## src/rtl/uart_cmd_pkg.sv

```systemverilog
// Shared types and constants for the UART command decoder: FSM state encoding,
// error codes and the byte width.
package uart_cmd_pkg;

  localparam int BYTE_W = 8;

  typedef enum logic [1:0] {
    ST_IDLE      = 2'd0,
    ST_WAIT_ADDR = 2'd1,
    ST_CHECK     = 2'd2,
    ST_HOLD      = 2'd3
  } state_t;

  typedef logic [1:0] err_t;

  localparam err_t ERR_NONE    = 2'd0;
  localparam err_t ERR_OP      = 2'd1;
  localparam err_t ERR_ADDR    = 2'd2;
  localparam err_t ERR_TIMEOUT = 2'd3;

endpackage

```

## src/rtl/inter_byte_timer.sv

```systemverilog
// Saturating inter-byte cycle counter; expired is high once the count reaches
// TIMEOUT_CYCLES-1 and stays high until the next clear.
module inter_byte_timer #(
  parameter int TIMEOUT_CYCLES = 50_000_000
) (
  input  logic clk,
  input  logic reset_n,
  input  logic clear,
  input  logic enable,
  output logic expired
);

  localparam int CNT_W = $clog2(TIMEOUT_CYCLES + 1);

  logic [CNT_W-1:0] count;

  assign expired = (count == CNT_W'(TIMEOUT_CYCLES - 1));

  always_ff @(posedge clk or negedge reset_n) begin
    if (!reset_n) begin
      count <= '0;
    end else if (clear) begin
      count <= '0;
    end else if (enable && !expired) begin
      count <= count + CNT_W'(1);
    end
  end

endmodule

```

## src/rtl/uart_cmd_decoder.sv

```systemverilog
// Two-byte (opcode, address) UART command decoder with valid/ready output.
// Define CMD_TIMEOUT_EN to build the inter-byte timeout between the two bytes.
//
//   state        | meaning
//   -------------+------------------------------------------------------
//   ST_IDLE      | waiting for the opcode byte
//   ST_WAIT_ADDR | opcode latched, waiting for the address byte
//   ST_CHECK     | one cycle range check of opcode then address
//   ST_HOLD      | command presented on cmd_valid until cmd_ready
module uart_cmd_decoder
  import uart_cmd_pkg::*;
#(
  parameter int CLK_HZ         = 50_000_000,
  parameter int TIMEOUT_CYCLES = 50_000_000,
  parameter int NUM_CMDS       = 8,
  parameter int ADDR_MAX       = 31
) (
  input  logic              clk,
  input  logic              reset_n,
  input  logic              rx_done,
  input  logic [BYTE_W-1:0] rx_data,
  input  logic              cmd_ready,
  output logic              cmd_valid,
  output logic [BYTE_W-1:0] cmd_op,
  output logic [BYTE_W-1:0] cmd_addr,
  output logic              err_valid,
  output logic [1:0]        err_code
);

  if (CLK_HZ < 1 || TIMEOUT_CYCLES < 1 || NUM_CMDS < 1 || ADDR_MAX < 0) begin : g_param_check
    $error("uart_cmd_decoder: illegal parameter value");
  end

  state_t state;
  logic   rx_done_q;
  logic   armed;
  logic   byte_evt;
  logic   timed_out;
  logic   op_bad;
  logic   addr_bad;

  // armed blocks an rx_done that is already high when reset releases
  always_ff @(posedge clk or negedge reset_n) begin
    if (!reset_n) begin
      rx_done_q <= 1'b0;
      armed     <= 1'b0;
    end else begin
      rx_done_q <= rx_done;
      armed     <= 1'b1;
    end
  end

  assign byte_evt = armed & rx_done & ~rx_done_q;
  assign op_bad   = int'(cmd_op) >= NUM_CMDS;
  assign addr_bad = int'(cmd_addr) > ADDR_MAX;

`ifdef CMD_TIMEOUT_EN
  logic timer_clear;
  logic timer_enable;
  logic timer_expired;

  assign timer_clear  = (state == ST_IDLE) && byte_evt;
  assign timer_enable = (state == ST_WAIT_ADDR);

  inter_byte_timer #(
    .TIMEOUT_CYCLES(TIMEOUT_CYCLES)
  ) u_timer (
    .clk    (clk),
    .reset_n(reset_n),
    .clear  (timer_clear),
    .enable (timer_enable),
    .expired(timer_expired)
  );

  assign timed_out = timer_expired;
`else
  assign timed_out = 1'b0;
`endif

  always_ff @(posedge clk or negedge reset_n) begin
    if (!reset_n) begin
      state     <= ST_IDLE;
      cmd_valid <= 1'b0;
      cmd_op    <= '0;
      cmd_addr  <= '0;
      err_valid <= 1'b0;
      err_code  <= ERR_NONE;
    end else begin
      err_valid <= 1'b0;
      unique case (state)
        ST_IDLE: begin
          if (byte_evt) begin
            cmd_op <= rx_data;
            state  <= ST_WAIT_ADDR;
          end
        end
        ST_WAIT_ADDR: begin
          if (byte_evt) begin
            cmd_addr <= rx_data;
            state    <= ST_CHECK;
          end else if (timed_out) begin
            err_valid <= 1'b1;
            err_code  <= ERR_TIMEOUT;
            state     <= ST_IDLE;
          end
        end
        ST_CHECK: begin
          // a range error and a dropped byte in the same cycle share one pulse
          if (op_bad) begin
            err_valid <= 1'b1;
            err_code  <= ERR_OP;
            state     <= ST_IDLE;
          end else if (addr_bad) begin
            err_valid <= 1'b1;
            err_code  <= ERR_ADDR;
            state     <= ST_IDLE;
          end else begin
            cmd_valid <= 1'b1;
            state     <= ST_HOLD;
            if (byte_evt) begin
              err_valid <= 1'b1;
              err_code  <= ERR_TIMEOUT;
            end
          end
        end
        ST_HOLD: begin
          if (byte_evt) begin
            err_valid <= 1'b1;
            err_code  <= ERR_TIMEOUT;
          end
          if (cmd_ready) begin
            cmd_valid <= 1'b0;
            state     <= ST_IDLE;
          end
        end
        default: state <= ST_IDLE;
      endcase
    end
  end

endmodule

```

## config.mk

```make
export PLATFORM = sky130hd
export DESIGN_NAME = uart_cmd_decoder
export DESIGN_NICKNAME = d
export VERILOG_FILES = /design/src/rtl/uart_cmd_pkg.sv /design/src/rtl/inter_byte_timer.sv /design/src/rtl/uart_cmd_decoder.sv
export SDC_FILE = /design/constraint.sdc
export NUM_CORES = 1
export LEC_CHECK = 0
export CORE_MARGIN = 2
export CORE_UTILIZATION = 41
export DETAILED_ROUTE_END_ITERATION = 16
export PLACE_DENSITY = 0.83
export SETUP_SLACK_MARGIN = 0.5
export SYNTH_ARGS = -nofsm -noshare
export SYNTH_HDL_FRONTEND = slang
export SYNTH_HIERARCHICAL = 1
export SYNTH_SLANG_ARGS = --single-unit
```

## constraint.sdc

```tcl
create_clock -name clk -period 2 [get_ports clk]
set_input_delay 0.2 -clock clk [delete_from_list [all_inputs] [get_ports clk]]
set_output_delay 0.2 -clock clk [all_outputs]
set_load 0.05 [all_outputs]
```

==> results by group, run 1 <==
Worst setup path
  – Critical path fanouts, max: 4
  – Arr. time, crit path: roughly 1.6 ns
  – Worst stage delay on the critical path: 0.58 ns
  – Worst Setup End Kind: register
  – Slowest stage cell, crit path: or4_1
  – CP required: 2.19 ns
  – Crit path buf inv count: 0
  – CP startpoint kind: register
  – Kind of critical path: reg2reg
  – Kind of cell adding the most delay to the critical path: simple AND/OR/NAND/NOR gates
  – Reg2reg setup slack: between 0.5 and 0.6 ns
  – CP Cell Sequence: or4_1, o21ai_1, a21oi_1

Power
  – Leak: just over 0.6 nW
  – VDD IR-drop max: 1.00 mV
  – Pwr per Cell Area: 1750 nW/um^2
  – Power Total: 0.00238 W

Floorplan
  – # IOs: 32
  – Starting Density: a little over two fifths
  – Die ar.: around 2800 um^2
  – Chip width: 52.8 um
  – Die Span Y: 52.8 um
  – Core area: about 2200 um^2
  – Site row count: 17

Final layout
  – Most common cell after layout, fill and taps aside: dfrtp_1
  – Storage element area: roughly 600 um^2
  – Area of the multi-input gates: 368 um^2
  – ANT cells: 0
  – Final Cell Area: 1360 um^2
  – Commonest cells after routing, fill and taps aside: dfrtp_1, mux2_2, dlygate4sd2_1
  – Share of cells above drive strength 1: 29.5%
  – Nets: 118
  – # fillers: 183
  – Area growth, synth to finish: 38.8%

STA
  – RSZ-0062 raised after global routing: no
  – Final Cycle Share: 71.4%
  – Total negative setup slack: 0 ns
  – Fmax: 700 MHz
  – Slew Limit Fails: 0
  – Slew Limit Headroom: 66.1%
  – Worst-margin pin slew: roughly 0.5 ns
  – Final min period: about 1.4 ns
  – Count of final setup violators: 0
  – Layout Skew: 0.0145 ns
  – Hold Violations, Final: 0

Drt
  – DRT Pass-1 Iters: 1
  – Highest metal used: met3
  – Post-DRT Antenna Nets: 0
  – Metal3 WL: 111 um
  – Via density: 5.05
  – M1 WL: 815 um
  – Drt total wl: 1920 um
  – DRC: 0
  – Number of DRC markers in iteration 0: 0
  – Routed vias: 672
  – DR WL/cell: 14.4 um
  – Met2 Routed Length: 988 um

GRT
  – Antenna violations before repair: 0
  – Vias in the first global route: 708
  – Largest net degree at the start of global routing: 25
  – Gr usage total: 16.3%
  – Grt total ovfl: 0
  – First-pass GRT wire length: 3190 um

Logic synthesis
  – Yosys warning total: 6
  – Cells after Synth: 70
  – Synth Area per Inst: roughly 14 um^2
  – EDFF count, synth: 0
  – Top FF cell, synth: dfrtp_1
  – Post-Syn Area: 976 um^2
  – Sequential share of the synthesized area: between 60% and 70%
  – Yosys reg bits: 24
  – Post-synth net total: 82
  – Yosys cell types: 25
  – Synth async-reset ratio: 100%

Worst hold path
  – HP Class: in2async

Clock tree
  – Max Buffers Root-to-Sink: 2
  – Clock edge transition at the registers on the reported setup and hold paths: 0.13 ns
  – CTS tree: done
  – Num CTS Buffers: 3
  – H-tree Lvls: 1
  – Clock sinks: 24
  – Worst skew pair latency: 0.31 ns
  – Root buffer cell: clkbuf_4

Placement
  – Final HPWL DP: ~1400 um
  – IO Port Bufs: 31
  – Dpl cell area: 1330 um^2
  – GP Congestion: about 0.82

Run status
  – Status: completed

Run
  – Max-Cap Viols: 0
==> synth_stat cells, types with 2 or more instances <==
cell type	instances	area, um^2
mux2_2	16	180
inv_1	2	7.51
nand2_1	2	7.51
dfrtp_1	24	601
nor4_1	2	12.5
a21oi_1	2	10.0
o21ai_0	2	10.0
o21a_1	2	15.0
clkbuf_1	2	7.51
==> report_power, final <==
group | internal [W] | total, W | switching (W) | leakage (nW)
Clock | 0.0000778 | 0.000215 | 0.000137 | 0.0150
Sequential | 0.000697 | 0.000870 | 0.000173 | 0.284
Combinational | 0.000394 | 0.00129 | 0.000897 | 0.310
==> kinds of logic (layout without fill, tap and decap cells) <==
kind of cell / count (synthesis) / after routing / share of synthesized area (%)
compound gates: 9 / 9 / 5.90
mux: 16 / 16 / 18.5
flops: 24 / 24 / 61.5
xor+xnor: 1 / 1 / 0.898
buf+inv: 5 / 40 / 2.31
other cells: 1 / 1 / 0.384
simple gates: 14 / 14 / 10.5
==> routing by layer <==
layer,up-vias,GRT usage [%]
met5,-,0
met4,0,7.26
met3,0,6.00
met2,21,25.0
met1,333,20.4
li1,318,-
==> through the flow <==
| stage | setup slack (ns) | cells | util (%) | hold WS [ns] |
|---|---|---|---|---|
| detailed placement | 0.180 | 128 | 59.3 | 0.490 |
| floorplan | 0.496 | 70 | - | -0.0956 |
| finish | 0.572 | 133 | 60.7 | 0.219 |
| CTS | 0.484 | 133 | 60.6 | 0.222 |
| global route | 0.504 | 133 | 60.7 | 0.225 |
| global placement | 0.233 | 128 | 59.3 | 0.485 |
==> worst paths after layout <==
check	startpoint	endpoint	cells past startpoint
setup / recovery	cmd_op[7]	err_code[0]	3
hold / removal	reset_n	cmd_op[0]	2
setup reg to reg	cmd_op[7]	err_code[0]	3
hold reg to reg	err_code[1]	err_code[1]	1
max in group asynchronous	reset_n	cmd_op[4]	2
min in group clk	rx_done	rx_done_q	1
==> cell type report <==
type                       instances  share of cell area [%]
sequential                        24                    44.6
multi-input combinational         41                    27.1
timing repair buffer              34                    23.2
tap                               28                    2.59
clock buffer                       4                    1.94
inverter                           2                   0.554
==> worst reg2reg max path, delay by kind of cell (launching register included) <==
| family | cells | cell delay (ns) |
|---|---|---|
| AOI/OAI and AO/OA | 2 | 0.27 |
| DFF | 1 | 0.45 |
| and+or+nand+nor | 1 | 0.58 |
==> state kept, by name, indices dropped and copies added, names as in the netlist <==
register and count:
cmd_addr 8, err_valid 1, cmd_op 8, rx_done_q 1, armed 1, state 2
err_code 2, cmd_valid 1
==> repair_timing <==
item                                    4_1_cts  5_1_grt
hold buffers                                  0        0
gates resized for setup                      21       12
pin swaps                                     0        1
buffers inserted                              1        0
endpoints found under the setup margin       29       12
endpoints found under the hold margin         0        0
Power figures use the tool's default switching activity.
==> inputs of run 2 (changes only) <==
--- a/config.mk
+++ b/config.mk
@@ -6,9 +6,9 @@
 export NUM_CORES = 1
 export LEC_CHECK = 0
 export CORE_MARGIN = 2
-export CORE_UTILIZATION = 41
+export CORE_UTILIZATION = 40
 export DETAILED_ROUTE_END_ITERATION = 16
-export PLACE_DENSITY = 0.83
+export PLACE_DENSITY = 0.84
 export SETUP_SLACK_MARGIN = 0.5
 export SYNTH_ARGS = -nofsm -noshare
 export SYNTH_HDL_FRONTEND = slang
==> constraint.sdc (replaced) <==
create_clock -name clk -period 1.2 [get_ports clk]
set_input_delay 0.12 -clock clk [delete_from_list [all_inputs] [get_ports clk]]
set_output_delay 0.12 -clock clk [all_outputs]
set_load 0.05 [all_outputs]
==> run 2 against run 1 <==
Net effect: the run now ends with negative setup slack left; count of clock-buffer cells in the layout is the same; cell area grew 37%; fmax grew 0.31%; total power grew 150%; die area grew 2.3%; clock skew shrank 0.0089 ns; first-iteration DRC count grew 11; register-to-register slack lost 0.80 ns; sequential share of layout area shrank 11 points; clock power grew 98%; critical path type unchanged.
==> results by group, run 2 (synthesis results as in run 1) <==
Power
  – VDD IR-drop max: 2.28 mV (was 1.00 mV)
  – Sw Pwr: 0.00244 W (was 0.00121 W)
  – Part of the power in combinational logic: 64.5% (was 54.3%)
  – Pwr per Cell Area: 3150 nW/um^2 (was 1750 nW/um^2)
  – Internal Power: 0.00342 W (was 0.00117 W)
  – Sequential Power Share: 28.2% (was 36.6%)
  – Leak: 0.824 nW (was 0.610 nW)
  – Net Sw Frac: 41.7% (was 50.8%)
  – Clock power share: 7.3% (was 9.0%)

Worst setup path
  – Arr. time, crit path: 1.63 ns (was 1.62 ns)
  – Worst r2r src: rx_done_q (was cmd_op[7])
  – R2R depth: 4 (was 3)
  – Worst Setup End Kind: register (unchanged)
  – Kind of critical path: reg2reg (unchanged)
  – Critical path fanouts, max: 8 (was 4)
  – Reg2reg setup slack: -0.22 ns (was 0.57 ns)
  – Reg2reg end: cmd_op[5] (was err_code[0])
  – CP required: 1.41 ns (was 2.19 ns)
  – Worst setup path startpoint: rx_done_q (was cmd_op[7])
  – CP startpoint kind: register (unchanged)
  – CP endpoint: cmd_op[5] (was err_code[0])

Final layout
  – Share of cells above drive strength 1: 73.6% (was 29.5%)
  – Most common cell after layout, fill and taps aside: buf_12 (was dfrtp_1)
  – Commonest cells after routing, fill and taps aside: buf_12, dfrtp_2, clkdlybuf4s50_1 (was dfrtp_1, mux2_2, dlygate4sd2_1)
  – Core Util, Final: 82.6% (was 60.7%)
  – Area growth, synth to finish: 90.8% (was 38.8%)
  – Nets: 134 (was 118)
  – Non-Filler Instances: 149 (was 133)
  – # fillers: 118 (was 183)
  – ANT cells: 0 (unchanged)
  – Largest regs: cmd_addr x8, cmd_op x8 (unchanged)

Floorplan
  – Core area: 2250 um^2 (was 2230 um^2)
  – Starting Density: 43.3% (was 43.7%)
  – Site row count: 17 (unchanged)
  – Die ar.: 2850 um^2 (was 2790 um^2)
  – # IOs: 32 (unchanged)
  – Chip width: 53.4 um (was 52.8 um)
  – Die Span Y: 53.4 um (was 52.8 um)

GRT
  – First-pass GRT wire length: 4020 um (was 3190 um)
  – Vias in the first global route: 810 (was 708)
  – Gr usage total: 20.4% (was 16.3%)
  – Grt total ovfl: 0 (unchanged)
  – Antenna violations before repair: 0 (unchanged)
  – Largest net degree at the start of global routing: 25 (unchanged)

Drt
  – DRC: 0 (unchanged)
  – Routed vias: 765 (was 672)
  – Drt total wl: 2520 um (was 1920 um)
  – Post-DRT Antenna Nets: 0 (unchanged)
  – Via density: 5.13 (was 5.05)
  – DRT Pass-1 Iters: 4 (was 1)
  – DR WL/cell: 16.9 um (was 14.4 um)
  – Number of DRC markers in iteration 0: 11 (was 0)

Run status
  – Status: complete, but fails checks (was completed)
  – Failing checks: negative setup slack

Clock tree
  – Num CTS Buffers: 3 (unchanged)
  – CTS tree: done (unchanged)
  – Clock sinks: 24 (unchanged)
  – Root buffer cell: clkbuf_4 (unchanged)
  – Worst skew pair latency: 0.32 ns (was 0.31 ns)
  – Max Buffers Root-to-Sink: 2 (unchanged)
  – Clock edge transition at the registers on the reported setup and hold paths: 0.13 ns (about the same)
  – H-tree Lvls: 1 (unchanged)

Placement
  – Cells after DPL: 136 (was 128)
  – Worst slack, placed: -0.432 ns (was 0.180 ns)
  – IO Port Bufs: 31 (unchanged)
  – Final HPWL DP: 1720 um (was 1360 um)
  – GP Congestion: 0.710 (was 0.825)

STA
  – Slew Limit Fails: 0 (unchanged)
  – Count of final setup violators: 21 (was 0)
  – Layout Skew: 0.00564 ns (was 0.0145 ns)
  – Fmax: 702 MHz (was 700 MHz)
  – Hold Violations, Final: 0 (unchanged)
  – Fin worst setup slack: -0.224 ns (was 0.572 ns)
  – Total negative setup slack: -3.35 ns (was 0 ns)
  – Final min period: 1.42 ns (was 1.43 ns)
  – Final Cycle Share: 119% (was 71.4%)
  – RSZ-0062 raised after global routing: yes (was no)

Worst hold path
  – HP Class: in2async (unchanged)

Run
  – Max-Cap Viols: 0 (unchanged)
## run 2: what timing repair did
action,CTS,global route
pin swaps,5,4
setup buffers,3,5
cloned,1,0
resized for setup,21,4
hold buffers,0,0
setup endpoints to repair,42,42
## run 2: critical path: stages, from the launching register on
cell and delay [ns]:
dfrtp_1 0.39, and3b_1 0.22, nor3b_4 0.23, buf_12 0.17
mux2_4 0.30
## run 2: worst min path at each step
stage	slack [ns]	depth (start not counted)	end
2_1_floorplan	-0.18	0	armed
3_3_place_gp	0.50	2	state[0]
3_5_place_dp	0.50	2	state[1]
4_1_cts	0.15	2	cmd_valid
5_1_grt	0.16	2	cmd_valid
6_report	0.14	2	state[1]
## run 2: cell type report
cell class,count,area (um^2),area share (%)
Timing Repair Buffer,49,697,37.4
Clock buffer,4,36.3,1.95
Sequential cell,24,627,33.7
Tap cell,28,35.0,1.88
Inverter,2,7.51,0.403
Multi-Input combinational cell,42,459,24.7
## run 2: power groups by stage
stage	combinational, W	sequential (W)	clock, W
after floorplan	0.000508	0.00260	0
after detailed placement	0.00337	0.00164	0
after global routing	0.00391	0.00170	0.000465
final	0.00378	0.00166	0.000426
after CTS	0.00368	0.00166	0.000432
after global placement	0.00330	0.00160	0
## run 2: routing by layer
layer	vias up	wire length, um	GRT usage (%)
met3	8	106	4.80
met2	26	1310	35.0
li1	356	-	-
met5	-	0	0
met1	375	1030	23.6
met4	0	70	9.83
## run 2: per-stage QoR
stage / hold slack (ns) / cell area (um^2) / power [W]
after floorplan: -0.176 / 1020 / 0.00311
after global placement: 0.500 / 1630 / 0.00491
after detailed placement: 0.505 / 1630 / 0.00501
after CTS: 0.155 / 1800 / 0.00577
after global routing: 0.165 / 1860 / 0.00607
final: 0.143 / 1860 / 0.00586
==> inputs of run 3 (changes only) <==
--- a/config.mk
+++ b/config.mk
@@ -9,7 +9,8 @@
 export CORE_UTILIZATION = 40
 export DETAILED_ROUTE_END_ITERATION = 16
 export PLACE_DENSITY = 0.84
-export SETUP_SLACK_MARGIN = 0.5
+export SETUP_SLACK_MARGIN = 0.3
+export SKIP_LAST_GASP = 1
 export SYNTH_ARGS = -nofsm -noshare
 export SYNTH_HDL_FRONTEND = slang
 export SYNTH_HIERARCHICAL = 1
==> run 3 against run 2 <==
Net effect: the run still ends with negative setup slack left; sequential share of layout area fell by 1.8 points; non-clock buffer count rose by 4; die area did not move; wire length rose by 36%; global-route usage rose by 4.6 points; sequential power barely moved; clock skew rose by 0.0019 ns; cell area rose by 3.2%; utilization rose by 2.7 points; critical endpoint is now cmd_op[4]; largest power group unchanged.
==> results by group, run 3 (synthesis results as in run 1) <==
Worst setup path
  – CP endpoint: cmd_op[4] (was cmd_op[5])
  – CP required: 1.41 ns (about the same)
  – Reg2reg end: cmd_op[4] (was cmd_op[5])
  – Worst setup path startpoint: rx_done_q (unchanged)
  – Arr. time, crit path: 1.69 ns (was 1.63 ns)
  – Kind of cell adding the most delay to the critical path: simple AND/OR/NAND/NOR gates (unchanged)
  – Crit path buf inv count: 1 (unchanged)
  – CP startpoint kind: register (unchanged)
  – Worst stage delay on the critical path: 0.41 ns (was 0.39 ns)
  – Critical path fanouts, max: 5 (was 8)
  – Worst path depth: 4 (unchanged)
  – Kind of critical path: reg2reg (unchanged)
  – CP Cell Sequence: and3b_2, nor3b_4, buf_6, mux2_4 (was and3b_1, nor3b_4, buf_12, mux2_4)
  – R2R depth: 4 (unchanged)
  – Worst Setup End Kind: register (unchanged)
  – Slowest stage cell, crit path: dfrtp_1 (unchanged)
  – Reg2reg setup slack: -0.27 ns (was -0.22 ns)
  – Worst r2r src: rx_done_q (unchanged)

Floorplan
  – Site row count: 17 (unchanged)
  – Starting Density: 43.3% (unchanged)
  – Core area: 2250 um^2 (unchanged)
  – Die Span Y: 53.4 um (unchanged)
  – Chip width: 53.4 um (unchanged)
  – # IOs: 32 (unchanged)
  – Die ar.: 2850 um^2 (unchanged)

Drt
  – Number of DRC markers in iteration 0: 18 (was 11)
  – Drt total wl: 3430 um (was 2520 um)
  – Routed vias: 841 (was 765)
  – Via density: 5.50 (was 5.13)
  – DR WL/cell: 22.4 um (was 16.9 um)
  – Post-DRT Antenna Nets: 0 (unchanged)
  – DRT Pass-1 Iters: 4 (unchanged)
  – DRC: 0 (unchanged)

STA
  – Hold Violations, Final: 0 (unchanged)
  – Count of final setup violators: 24 (was 21)
  – Slew Limit Fails: 0 (unchanged)
  – Total negative setup slack: -4.95 ns (was -3.35 ns)
  – Layout Skew: 0.00759 ns (was 0.00564 ns)
  – Fmax: 679 MHz (was 702 MHz)
  – Fin worst setup slack: -0.272 ns (was -0.224 ns)
  – Final Cycle Share: 123% (was 119%)
  – Final min period: 1.47 ns (was 1.42 ns)
  – RSZ-0062 raised after global routing: yes (unchanged)

Final layout
  – Largest regs: cmd_addr x8, cmd_op x8 (unchanged)
  – Commonest cells after routing, fill and taps aside: buf_12, mux2_4, dfrtp_1 (was buf_12, dfrtp_2, clkdlybuf4s50_1)
  – Most common cell after layout, fill and taps aside: buf_12 (unchanged)
  – Share of cells above drive strength 1: 66.4% (was 73.6%)
  – Core Util, Final: 85.2% (was 82.6%)
  – Final Cell Area: 1920 um^2 (was 1860 um^2)
  – Area growth, synth to finish: 96.9% (was 90.8%)
  – Nets: 138 (was 134)
  – Non-Filler Instances: 153 (was 149)
  – ANT cells: 0 (unchanged)
  – # fillers: 99 (was 118)

Placement
  – Dpl cell area: 1620 um^2 (was 1630 um^2)
  – Cells after DPL: 138 (was 136)
  – Final HPWL DP: 1760 um (was 1720 um)
  – GP Congestion: 0.723 (was 0.710)
  – IO Port Bufs: 31 (unchanged)

Power
  – Power Total: 0.00629 W (was 0.00586 W)
  – Pwr per Cell Area: 3270 nW/um^2 (was 3150 nW/um^2)
  – Leak: 0.889 nW (was 0.824 nW)
  – VDD IR-drop max: 2.58 mV (was 2.28 mV)

Run status
  – Status: complete, but fails checks (unchanged)
  – Failing checks: negative setup slack (unchanged)

Clock tree
  – CTS tree: done (unchanged)
  – H-tree Lvls: 1 (unchanged)
  – Clock edge transition at the registers on the reported setup and hold paths: 0.13 ns (about the same)
  – Cts hold-fix bufs: 0 (unchanged)
  – Clock sinks: 24 (unchanged)
  – Root buffer cell: clkbuf_4 (unchanged)
  – Worst skew pair latency: 0.32 ns (about the same)
  – Max Buffers Root-to-Sink: 2 (unchanged)
  – Num CTS Buffers: 3 (unchanged)

Run
  – Max-Cap Viols: 0 (unchanged)

GRT
  – First-pass GRT wire length: 4730 um (was 4020 um)
  – Vias in the first global route: 865 (was 810)
  – Largest net degree at the start of global routing: 25 (unchanged)
  – Grt total ovfl: 0 (unchanged)
  – Gr usage total: 25.0% (was 20.4%)
  – Antenna violations before repair: 0 (unchanged)

Worst hold path
  – HP Class: in2async (unchanged)
-- run 3: changes by cell type in the layout (fill, tap and decap cells not counted), sizes merged --
cell and change:
bufinv +1, buf +4, clkbuf -1
-- run 3: area by class of cell --
class,count,area [um^2],area share [%]
multi-input cells,42,498,25.9
inverters,2,7.51,0.391
flip-flops and latches,24,612,31.8
repair buffers,53,717,37.3
clock buffers,3,22.5,1.17
well taps,28,35.0,1.82
clock inverters,1,30.0,1.56
-- run 3: timing repair --
action / CTS / global route
hold endpoints to repair: 0 / 0
pin swaps: 6 / 8
resized for setup: 32 / 8
cloned: 1 / 0
setup buffers: 5 / 5
endpoints found under the setup margin: 42 / 42
-- run 3: how the worst min path moves through the flow --
stage,start,to,slack (ns),cells past startpoint
after floorplan,reset_n,armed,-0.18,0
after global placement,reset_n,cmd_valid,0.50,2
after detailed placement,reset_n,cmd_valid,0.51,2
after CTS,reset_n,cmd_addr[7],0.15,2
after global routing,reset_n,cmd_op[2],0.16,2
final,reset_n,err_code[0],0.14,2
-- run 3: routing by layer --
metal  track usage [%]  up-vias  wire length [um]
met5                 0        -                 0
met4              6.84        0               107
met3              5.93       13               152
met2              46.1       30              1810
met1              28.2      438              1360
li1                  -      360                 -
-- run 3: per-stage QoR --
step	setup WS, ns	hold WS [ns]
floorplan	-0.304	-0.176
detailed placement	-0.432	0.507
global route	-0.313	0.159
global placement	-0.401	0.498
finish	-0.272	0.136
CTS	-0.234	0.150
-- run 3: power by group --
part / switching [W] / leakage (nW) / internal (W)
Clock: 0.000246 / 0.0279 / 0.000338
Sequential: 0.000498 / 0.277 / 0.00118
Combinational: 0.00190 / 0.584 / 0.00213
Total: 0.00265 / 0.889 / 0.00365
-- run 3: worst register-to-register path: cells and delay by family, from the launching register on --
kind	cells	cell delay, ns
buffers and inverters	1	0.17
DFF	1	0.41
muxes	1	0.30
and+or+nand+nor	2	0.49
